==> config.mk <==
export PLATFORM = sky130hd
export DESIGN_NAME = load_buffer_flat
export DESIGN_NICKNAME = d
export VERILOG_FILES = /design/src/rtl/load_buffer_pkg.sv /design/src/rtl/load_buffer_if.sv /design/src/rtl/load_data_align.sv /design/src/rtl/load_buffer.sv /design/src/flat_wrapper.sv
export SDC_FILE = /design/constraint.sdc
export NUM_CORES = 1
export LEC_CHECK = 0
export CAP_MARGIN = 10
export CORE_MARGIN = 2
export CORE_UTILIZATION = 40
export DETAILED_ROUTE_END_ITERATION = 16
export HOLD_SLACK_MARGIN = 0.02
export PLACE_DENSITY_LB_ADDON = 0.12
export SKIP_CTS_REPAIR_TIMING = 1
export SLEW_MARGIN = 10
export SYNTH_ARGS = -nofsm -noshare
export SYNTH_HDL_FRONTEND = slang
export SYNTH_SLANG_ARGS = --single-unit
==> constraint.sdc <==
create_clock -name clock -period 30 [get_ports clock]
set_input_delay 7.5 -clock clock [delete_from_list [all_inputs] [get_ports clock]]
set_output_delay 7.5 -clock clock [all_outputs]
set_load 0.01 [all_outputs]
==> src/rtl/load_buffer_pkg.sv <==
// Shared types and constants for the load buffer: packet layouts, FSM states,
// funct3 load-size encodings and the default depth.
package load_buffer_pkg;

    localparam int XLEN             = 32;
    localparam int ROB_TAG_W        = 5;
    localparam int LB_DEPTH_DEFAULT = 4;

    localparam logic [2:0] MEM_LB  = 3'b000;
    localparam logic [2:0] MEM_LH  = 3'b001;
    localparam logic [2:0] MEM_LW  = 3'b010;
    localparam logic [2:0] MEM_LBU = 3'b100;
    localparam logic [2:0] MEM_LHU = 3'b101;

    localparam logic [XLEN-1:0] BAD_SIZE_VALUE = 32'hfacebeec;

    typedef struct packed {
        logic [6:0] funct7;
        logic [4:0] rs2;
        logic [4:0] rs1;
        logic [2:0] funct3;
        logic [4:0] rd;
        logic [6:0] opcode;
    } r_fmt_t;

    typedef union packed {
        logic [31:0] raw;
        r_fmt_t      r;
    } INST;

    typedef struct packed {
        logic                 valid;
        logic [XLEN-1:0]      address;
        logic [ROB_TAG_W-1:0] rd_tag;
        logic [2:0]           mem_size;
        logic [XLEN-1:0]      NPC;
        INST                  inst;
    } LB_PACKET;

    // Buffered copy of a load; validity is implied by the FIFO occupancy.
    typedef struct packed {
        logic [XLEN-1:0]      address;
        logic [ROB_TAG_W-1:0] rd_tag;
        logic [2:0]           mem_size;
        logic [XLEN-1:0]      NPC;
        INST                  inst;
    } LB_ENTRY;

    typedef struct packed {
        logic                 valid;
        logic [XLEN-1:0]      value;
        logic [ROB_TAG_W-1:0] rob_tag;
        logic [XLEN-1:0]      NPC;
        INST                  inst;
    } EX_WR_PACKET;

    typedef enum logic [1:0] {
        LB_IDLE     = 2'd0,
        LB_WAIT_MEM = 2'd1,
        LB_WAIT_CDB = 2'd2,
        LB_DRAIN    = 2'd3
    } LB_STATE;

endpackage

==> src/rtl/load_buffer_if.sv <==
// Load-buffer boundary: producer packets, data-memory port and CDB candidate.
interface load_buffer_if;
    import load_buffer_pkg::*;

    LB_PACKET          lb_packet_in;
    logic              lb_full;
    logic              mem_req_valid;
    logic [XLEN-1:0]   mem_req_addr;
    logic              mem_req_ready;
    logic              mem_resp_valid;
    logic [XLEN-1:0]   mem_resp_data;
    EX_WR_PACKET       lb_result;
    logic              cdb_grant;

    modport master (
        input  lb_packet_in, mem_req_ready, mem_resp_valid, mem_resp_data, cdb_grant,
        output lb_full, mem_req_valid, mem_req_addr, lb_result
    );

    modport slave (
        output lb_packet_in, mem_req_ready, mem_resp_valid, mem_resp_data, cdb_grant,
        input  lb_full, mem_req_valid, mem_req_addr, lb_result
    );

endinterface

==> src/rtl/load_data_align.sv <==
// Extracts the addressed byte/half/word from an aligned memory word and
// sign- or zero-extends it according to the load's funct3.
module load_data_align
    import load_buffer_pkg::*;
(
    input  logic [XLEN-1:0] word,
    input  logic [1:0]      offset,
    input  logic [2:0]      mem_size,
    output logic [XLEN-1:0] value
);

    logic [7:0]  byte_s;
    logic [15:0] half_s;

    // Lane selection followed by extension.
    always_comb begin
        case (offset)
            2'd0:    byte_s = word[7:0];
            2'd1:    byte_s = word[15:8];
            2'd2:    byte_s = word[23:16];
            default: byte_s = word[31:24];
        endcase

        if (offset[1]) begin
            half_s = word[31:16];
        end else begin
            half_s = word[15:0];
        end

        case (mem_size)
            MEM_LB:  value = {{(XLEN-8){byte_s[7]}}, byte_s};
            MEM_LBU: value = {{(XLEN-8){1'b0}}, byte_s};
            MEM_LH:  value = {{(XLEN-16){half_s[15]}}, half_s};
            MEM_LHU: value = {{(XLEN-16){1'b0}}, half_s};
            MEM_LW:  value = word;
            default: value = BAD_SIZE_VALUE;
        endcase
    end

endmodule

==> src/rtl/load_buffer.sv <==
// In-order load buffer: circular FIFO of address-ready loads, one outstanding
// memory read at a time, result held on the CDB until granted.
module load_buffer
    import load_buffer_pkg::*;
#(
    parameter int LB_DEPTH = LB_DEPTH_DEFAULT
)(
    input  logic           clock,
    input  logic           reset,
    input  logic           flush,
    load_buffer_if.master  lb_if
);

    localparam int PTR_W = $clog2(LB_DEPTH);
    localparam int CNT_W = PTR_W + 1;

    LB_ENTRY            entry_r [LB_DEPTH];
    logic [PTR_W-1:0]   head_r;
    logic [PTR_W-1:0]   tail_r;
    logic [CNT_W-1:0]   count_r;
    LB_STATE            state_r;
    LB_STATE            state_nxt_s;
    EX_WR_PACKET        result_r;

    logic               full_s;
    logic               push_s;
    logic               pop_s;
    logic               req_valid_s;
    logic               req_fire_s;
    logic [XLEN-1:0]    aligned_s;
    LB_ENTRY            head_s;
    LB_ENTRY            new_entry_s;

    assign full_s      = (count_r == CNT_W'(LB_DEPTH));
    assign head_s      = entry_r[head_r];
    assign push_s      = lb_if.lb_packet_in.valid && !full_s && !flush;
    assign pop_s       = (state_r == LB_WAIT_CDB) && lb_if.cdb_grant && !flush;
    assign req_fire_s  = req_valid_s && lb_if.mem_req_ready;

    assign new_entry_s.address  = lb_if.lb_packet_in.address;
    assign new_entry_s.rd_tag   = lb_if.lb_packet_in.rd_tag;
    assign new_entry_s.mem_size = lb_if.lb_packet_in.mem_size;
    assign new_entry_s.NPC      = lb_if.lb_packet_in.NPC;
    assign new_entry_s.inst     = lb_if.lb_packet_in.inst;

    load_data_align u_align (
        .word     (lb_if.mem_resp_data),
        .offset   (head_s.address[1:0]),
        .mem_size (head_s.mem_size),
        .value    (aligned_s)
    );

    // FSM state register.
    always_ff @(posedge clock) begin
        if (!reset) begin
            state_r <= LB_IDLE;
        end else begin
            state_r <= state_nxt_s;
        end
    end

    // FSM next state; a flush with a read still in flight must drain its response.
    always_comb begin
        state_nxt_s = state_r;
        case (state_r)
            LB_IDLE: begin
                if (flush) begin
                    state_nxt_s = req_fire_s ? LB_DRAIN : LB_IDLE;
                end else if (req_fire_s) begin
                    state_nxt_s = LB_WAIT_MEM;
                end else begin
                    state_nxt_s = LB_IDLE;
                end
            end
            LB_WAIT_MEM: begin
                if (flush) begin
                    state_nxt_s = lb_if.mem_resp_valid ? LB_IDLE : LB_DRAIN;
                end else if (lb_if.mem_resp_valid) begin
                    state_nxt_s = LB_WAIT_CDB;
                end else begin
                    state_nxt_s = LB_WAIT_MEM;
                end
            end
            LB_WAIT_CDB: begin
                if (flush || lb_if.cdb_grant) begin
                    state_nxt_s = LB_IDLE;
                end else begin
                    state_nxt_s = LB_WAIT_CDB;
                end
            end
            LB_DRAIN: begin
                if (lb_if.mem_resp_valid) begin
                    state_nxt_s = LB_IDLE;
                end else begin
                    state_nxt_s = LB_DRAIN;
                end
            end
            default: state_nxt_s = LB_IDLE;
        endcase
    end

    // FSM outputs: a request is offered only from IDLE with something queued.
    always_comb begin
        req_valid_s = 1'b0;
        if (state_r == LB_IDLE) begin
            req_valid_s = (count_r != {CNT_W{1'b0}});
        end else begin
            req_valid_s = 1'b0;
        end
    end

    assign lb_if.mem_req_valid = req_valid_s;
    assign lb_if.mem_req_addr  = {head_s.address[XLEN-1:2], 2'b00};
    assign lb_if.lb_full       = full_s;
    assign lb_if.lb_result     = result_r;

    // FIFO storage, pointers and occupancy.
    always_ff @(posedge clock) begin
        if (!reset) begin
            head_r  <= {PTR_W{1'b0}};
            tail_r  <= {PTR_W{1'b0}};
            count_r <= {CNT_W{1'b0}};
            for (int i = 0; i < LB_DEPTH; i++) begin
                entry_r[i] <= '0;
            end
        end else if (flush) begin
            head_r  <= {PTR_W{1'b0}};
            tail_r  <= {PTR_W{1'b0}};
            count_r <= {CNT_W{1'b0}};
        end else begin
            if (push_s) begin
                entry_r[tail_r] <= new_entry_s;
                tail_r          <= tail_r + PTR_W'(1);
            end
            if (pop_s) begin
                head_r <= head_r + PTR_W'(1);
            end
            case ({push_s, pop_s})
                2'b10:   count_r <= count_r + CNT_W'(1);
                2'b01:   count_r <= count_r - CNT_W'(1);
                default: count_r <= count_r;
            endcase
        end
    end

    // CDB result register: loaded on response, cleared on grant or flush.
    always_ff @(posedge clock) begin
        if (!reset) begin
            result_r <= '0;
        end else if (flush) begin
            result_r <= '0;
        end else if ((state_r == LB_WAIT_MEM) && lb_if.mem_resp_valid) begin
            result_r.valid   <= 1'b1;
            result_r.value   <= aligned_s;
            result_r.rob_tag <= head_s.rd_tag;
            result_r.NPC     <= head_s.NPC;
            result_r.inst    <= head_s.inst;
        end else if (pop_s) begin
            result_r <= '0;
        end
    end

endmodule

==> src/flat_wrapper.sv <==
// flat-port wrapper written by rule: the top's interface ports become plain ports
module load_buffer_flat import load_buffer_pkg::*;
#(
    parameter int LB_DEPTH = LB_DEPTH_DEFAULT
)
  (clock, reset, flush, lb_if_lb_packet_in, lb_if_mem_req_ready, lb_if_mem_resp_valid, lb_if_mem_resp_data, lb_if_cdb_grant, lb_if_lb_full, lb_if_mem_req_valid, lb_if_mem_req_addr, lb_if_lb_result);
  load_buffer_if lb_if_i ();
  input  logic clock;
  input  logic reset;
  input  logic flush;
  input wire logic [$bits(lb_if_i.lb_packet_in)-1:0] lb_if_lb_packet_in;
  input wire logic [$bits(lb_if_i.mem_req_ready)-1:0] lb_if_mem_req_ready;
  input wire logic [$bits(lb_if_i.mem_resp_valid)-1:0] lb_if_mem_resp_valid;
  input wire logic [$bits(lb_if_i.mem_resp_data)-1:0] lb_if_mem_resp_data;
  input wire logic [$bits(lb_if_i.cdb_grant)-1:0] lb_if_cdb_grant;
  output wire logic [$bits(lb_if_i.lb_full)-1:0] lb_if_lb_full;
  output wire logic [$bits(lb_if_i.mem_req_valid)-1:0] lb_if_mem_req_valid;
  output wire logic [$bits(lb_if_i.mem_req_addr)-1:0] lb_if_mem_req_addr;
  output wire logic [$bits(lb_if_i.lb_result)-1:0] lb_if_lb_result;
  assign lb_if_i.lb_packet_in = lb_if_lb_packet_in;
  assign lb_if_i.mem_req_ready = lb_if_mem_req_ready;
  assign lb_if_i.mem_resp_valid = lb_if_mem_resp_valid;
  assign lb_if_i.mem_resp_data = lb_if_mem_resp_data;
  assign lb_if_i.cdb_grant = lb_if_cdb_grant;
  assign lb_if_lb_full = lb_if_i.lb_full;
  assign lb_if_mem_req_valid = lb_if_i.mem_req_valid;
  assign lb_if_mem_req_addr = lb_if_i.mem_req_addr;
  assign lb_if_lb_result = lb_if_i.lb_result;
  load_buffer #(.LB_DEPTH(LB_DEPTH)) u_core (.clock(clock), .reset(reset), .flush(flush), .lb_if(lb_if_i));
endmodule
==> metrics.csv <==
stage,metric,value,unit
timing,setup_viol,0,
timing,relSlewSlack,31.21,%
clocking,cts_tree,built,
pwr,powerDensity,59.53,nW/um^2
pwr,p_leak,10.04,nW
logic_synthesis,synth_cells,1617,
logic_synthesis,yosysUniqueCellTypes,55,
routing,ant_nets,0,
timing,finalHoldWorstSlack,0.4592,ns
grt,grt_pass1_vias,14530,
finish,nets,2011,
worst_setup_path,crit_path_start_kind,register,
routing,met2_length,29140,um
placement,dp_hpwl,31990,um
grt,gr-usage-all-layers,20.31,%
hold_path,hold_end,u_core.lb_if.lb_result[74]$_SDFFE_PP0P_,
finish,n_fill_cell,4725,
routing,highest_layer,met5,
routing,wire_per_inst,22.10,um
die,start_util,40.24,%
worst_setup_path,crit_required,22.50,ns
timing,fin_worst_skew,0.01914,ns
worst_setup_path,rr_endpoint,u_core.lb_if.lb_result[69]$_SDFFE_PP0P_,
logic_synthesis,yosysSeqAreaShare,66.95,%
grt,antenna_found_initial,11,
clocking,clk_latency,0.62,ns
routing,wl_met3,3308,um
logic_synthesis,async_reset_ff_share,0,%
routing,drtIter0Drc,856,
finish,drive_above_1_share,12.66,%
die,num_rows,86,
clocking,cts.sinks,529,
logic_synthesis,syn_avg_cell_area,13.63,um^2
grt,grt_max_degree,68,
timing,hold_viol_final,0,
hold_path,hold_depth,2,
clocking,cts.clk_slew.worst_paths,0.06,ns
placement,portBuffers,276,
run_status,status,completed,
routing,drc,0,
worst_setup_path,ff2ff_path_depth,6,
die,ios,279,
logic_synthesis,yosys_most_used_dff,edfxtp_1,
finish,final_util,49.91,%
hold_path,hold_path_class,register to register,
logic_synthesis,synth_top_area_cell,edfxtp_1,
worst_setup_path,crit_arrival,3.45,ns
grt,grt_pass1_wl,86890,um
clocking,htreeDepth,2,
timing,fin_crit_sh,36.51,%
worst_setup_path,cp_max_fo,39,
worst_setup_path,worst-path-buf-inv,2,
worst_setup_path,critPathMaxStageDelay,0.89,ns
logic_synthesis,synth_edf_count,416,
worst_setup_path,cp_cell_sequence,buf_4 > mux4_2 > clkdlybuf4s50_1,
clocking,cts-root-buf,clkbuf_16,
logic_synthesis,syn-cell-area,22040,um^2
die,coreArea,54770,um^2
worst_setup_path,worstSetupPathType,register to primary output,
pwr,ir_worst_vdd,0.04275,mV
routing,wl_met1,24270,um
logic_synthesis,synth_seq_cells,529,
logic_synthesis,synth.most_common_cell,edfxtp_1,
die,dieHeight,238.7,um
routing,via_per_inst,5.265,
logic_synthesis,synth_area_leaders,"edfxtp_1 (57%), mux4_2 (11%), dfxtp_1 (10%)",
worst_setup_path,critPathSlowestCell,dfxtp_4,
timing,period_needed,10.95,ns
finish,syn_to_final_growth,24.04,%
timing,clock.fmax,0.09129,GHz
die,die-area,56990,um^2
timing,grt_setup_unrepaired,false,
grt,grt_overflow_total,0,
routing,dr_total_vias,13780,
placement,place.gp.congestion,0.8212,
worst_setup_path,critPathCaptureType,primary output,
hold_path,min_from,u_core.lb_if.lb_result[74]$_SDFFE_PP0P_,
timing,tightest_slew,1.031,ns
logic_synthesis,yosysTopAreaCellShare,56.69,%
timing,fin_tns_setup,0,ns
logic_synthesis,synth-warning-count,0,
die,die_w,238.7,um
routing,firstDrtPassIters,8,
clocking,clockBufferDepth,3,
timing,slew_viol_final,0,
routing,drt_wl_total,57860,um
worst_setup_path,cp_top_family,buffers and inverters,
worst_setup_path,rrSetupSlack,26.35,ns
job,maxCapViolations,0,
clocking,numCtsBuffers,57,
logic_synthesis,synth_common_cells,"edfxtp_1 (416), nor2_1 (302), inv_1 (116), nand2_1 (116), dfxtp_1 (113)",
-- worst register-to-register path: stages, from the launching register on --
cell and delay (ns):
dfxtp_4 0.89, buf_4 0.80, mux4_2 0.76, nand2b_4 0.22, mux4_2 0.51, a221oi_1 0.25, nor3_1 0.10
-- worst max path at each step --
stage	from	to	cells past startpoint
5_1_grt	register	lb_if_mem_req_addr[30]	3
3_5_place_dp	reset	u_core.entry_r[2][50]$_SDFFCE_PN0P_	6
4_1_cts	register	lb_if_mem_req_addr[27]	3
2_1_floorplan	flush	u_core.entry_r[0][0]$_SDFFCE_PN0P_	4
6_report	register	lb_if_mem_req_addr[30]	3
3_3_place_gp	reset	u_core.entry_r[2][15]$_SDFFCE_PN0P_	6
-- logic make-up (layout without fill, tap and decap cells) --
group / Yosys count / count (layout) / synth area share (%)
mux: 112 / 112 / 11.18
fa+ha+maj: 4 / 4 / 0.2612
compound gates: 183 / 183 / 6.013
flops: 529 / 529 / 66.95
buf+inv: 227 / 520 / 4.173
other cells: 1 / 5 / 0.01702
xor+xnor: 6 / 6 / 0.2385
simple gates: 555 / 555 / 11.17
-- metal layers --
| metal | vias up | track usage, % |
|---|---|---|
| li1 | 6327 | - |
| met5 | - | 0 |
| met4 | 16 | 5.739 |
| met3 | 84 | 3.718 |
| met1 | 6991 | 26.16 |
| met2 | 366 | 35.15 |
-- stage by stage --
stage / std cells / total power [W] / setup WS, ns / instance area (um^2)
detailed placement: 2509 / 0.0009426 / 18.47 / 25460
CTS: 2615 / 0.001645 / 18.86 / 27330
global placement: 2509 / 0.0009408 / 18.43 / 25460
finish: 2618 / 0.001627 / 19.05 / 27340
floorplan: 1618 / 0.0008970 / 13.84 / 22040
global route: 2617 / 0.001680 / 18.76 / 27330
-- state kept, by name, summed over array words and instances, names as in the netlist, named ones only --
register                cells
u_core.tail_r               2
u_core.entry_r            416
u_core.count_r              3
u_core.head_r               2
u_core.lb_if.lb_result    102
u_core.state_r              2
-- report_power, final --
group | switching [W] | leakage (nW) | internal, W
Combinational | 0.0000562 | 3.98 | 0.0000418
Sequential | 0.00000729 | 5.14 | 0.000820
Clock | 0.000288 | 0.913 | 0.000414
Total | 0.000351 | 10.0 | 0.00128
-- area by class of cell --
class                   instances  area (um^2)  area share [%]
diodes                          3        7.507         0.02746
multi-input cells             862         6452           23.60
inverters                     116        435.4           1.593
flip-flops and latches        529        14760           54.00
clock inverters                23        265.3          0.9703
repair buffers                298         2928           10.71
well taps                     704        880.8           3.222
clock buffers                  83         1605           5.872
-- cells in the final DEF, fill, tap and decap left out, types with 4 or more instances in the layout --
cell	netlist	routed
mux4_2	107	107
dfxtp_1	113	111
buf_4	2	22
edfxtp_1	416	416
a22oi_1	70	70
clkbuf_16	0	58
a221o_1	7	7
xor2_1	5	5
inv_1	116	116
a211oi_2	10	10
o21ai_0	16	13
nand2_1	116	115
o22ai_1	4	4
nand3_1	4	4
nor2_1	302	299
clkinv_1	0	6
a222oi_1	5	5
nor3_1	9	9
o211ai_1	4	4
clkinv_2	0	8
a21oi_1	42	42
clkdlybuf4s50_1	0	276
clkbuf_1	77	19
bufinv_16	0	5
a211oi_1	8	8
and2_1	102	102
clkbuf_8	0	6
Note: power is estimated with default switching activity, not from simulation.
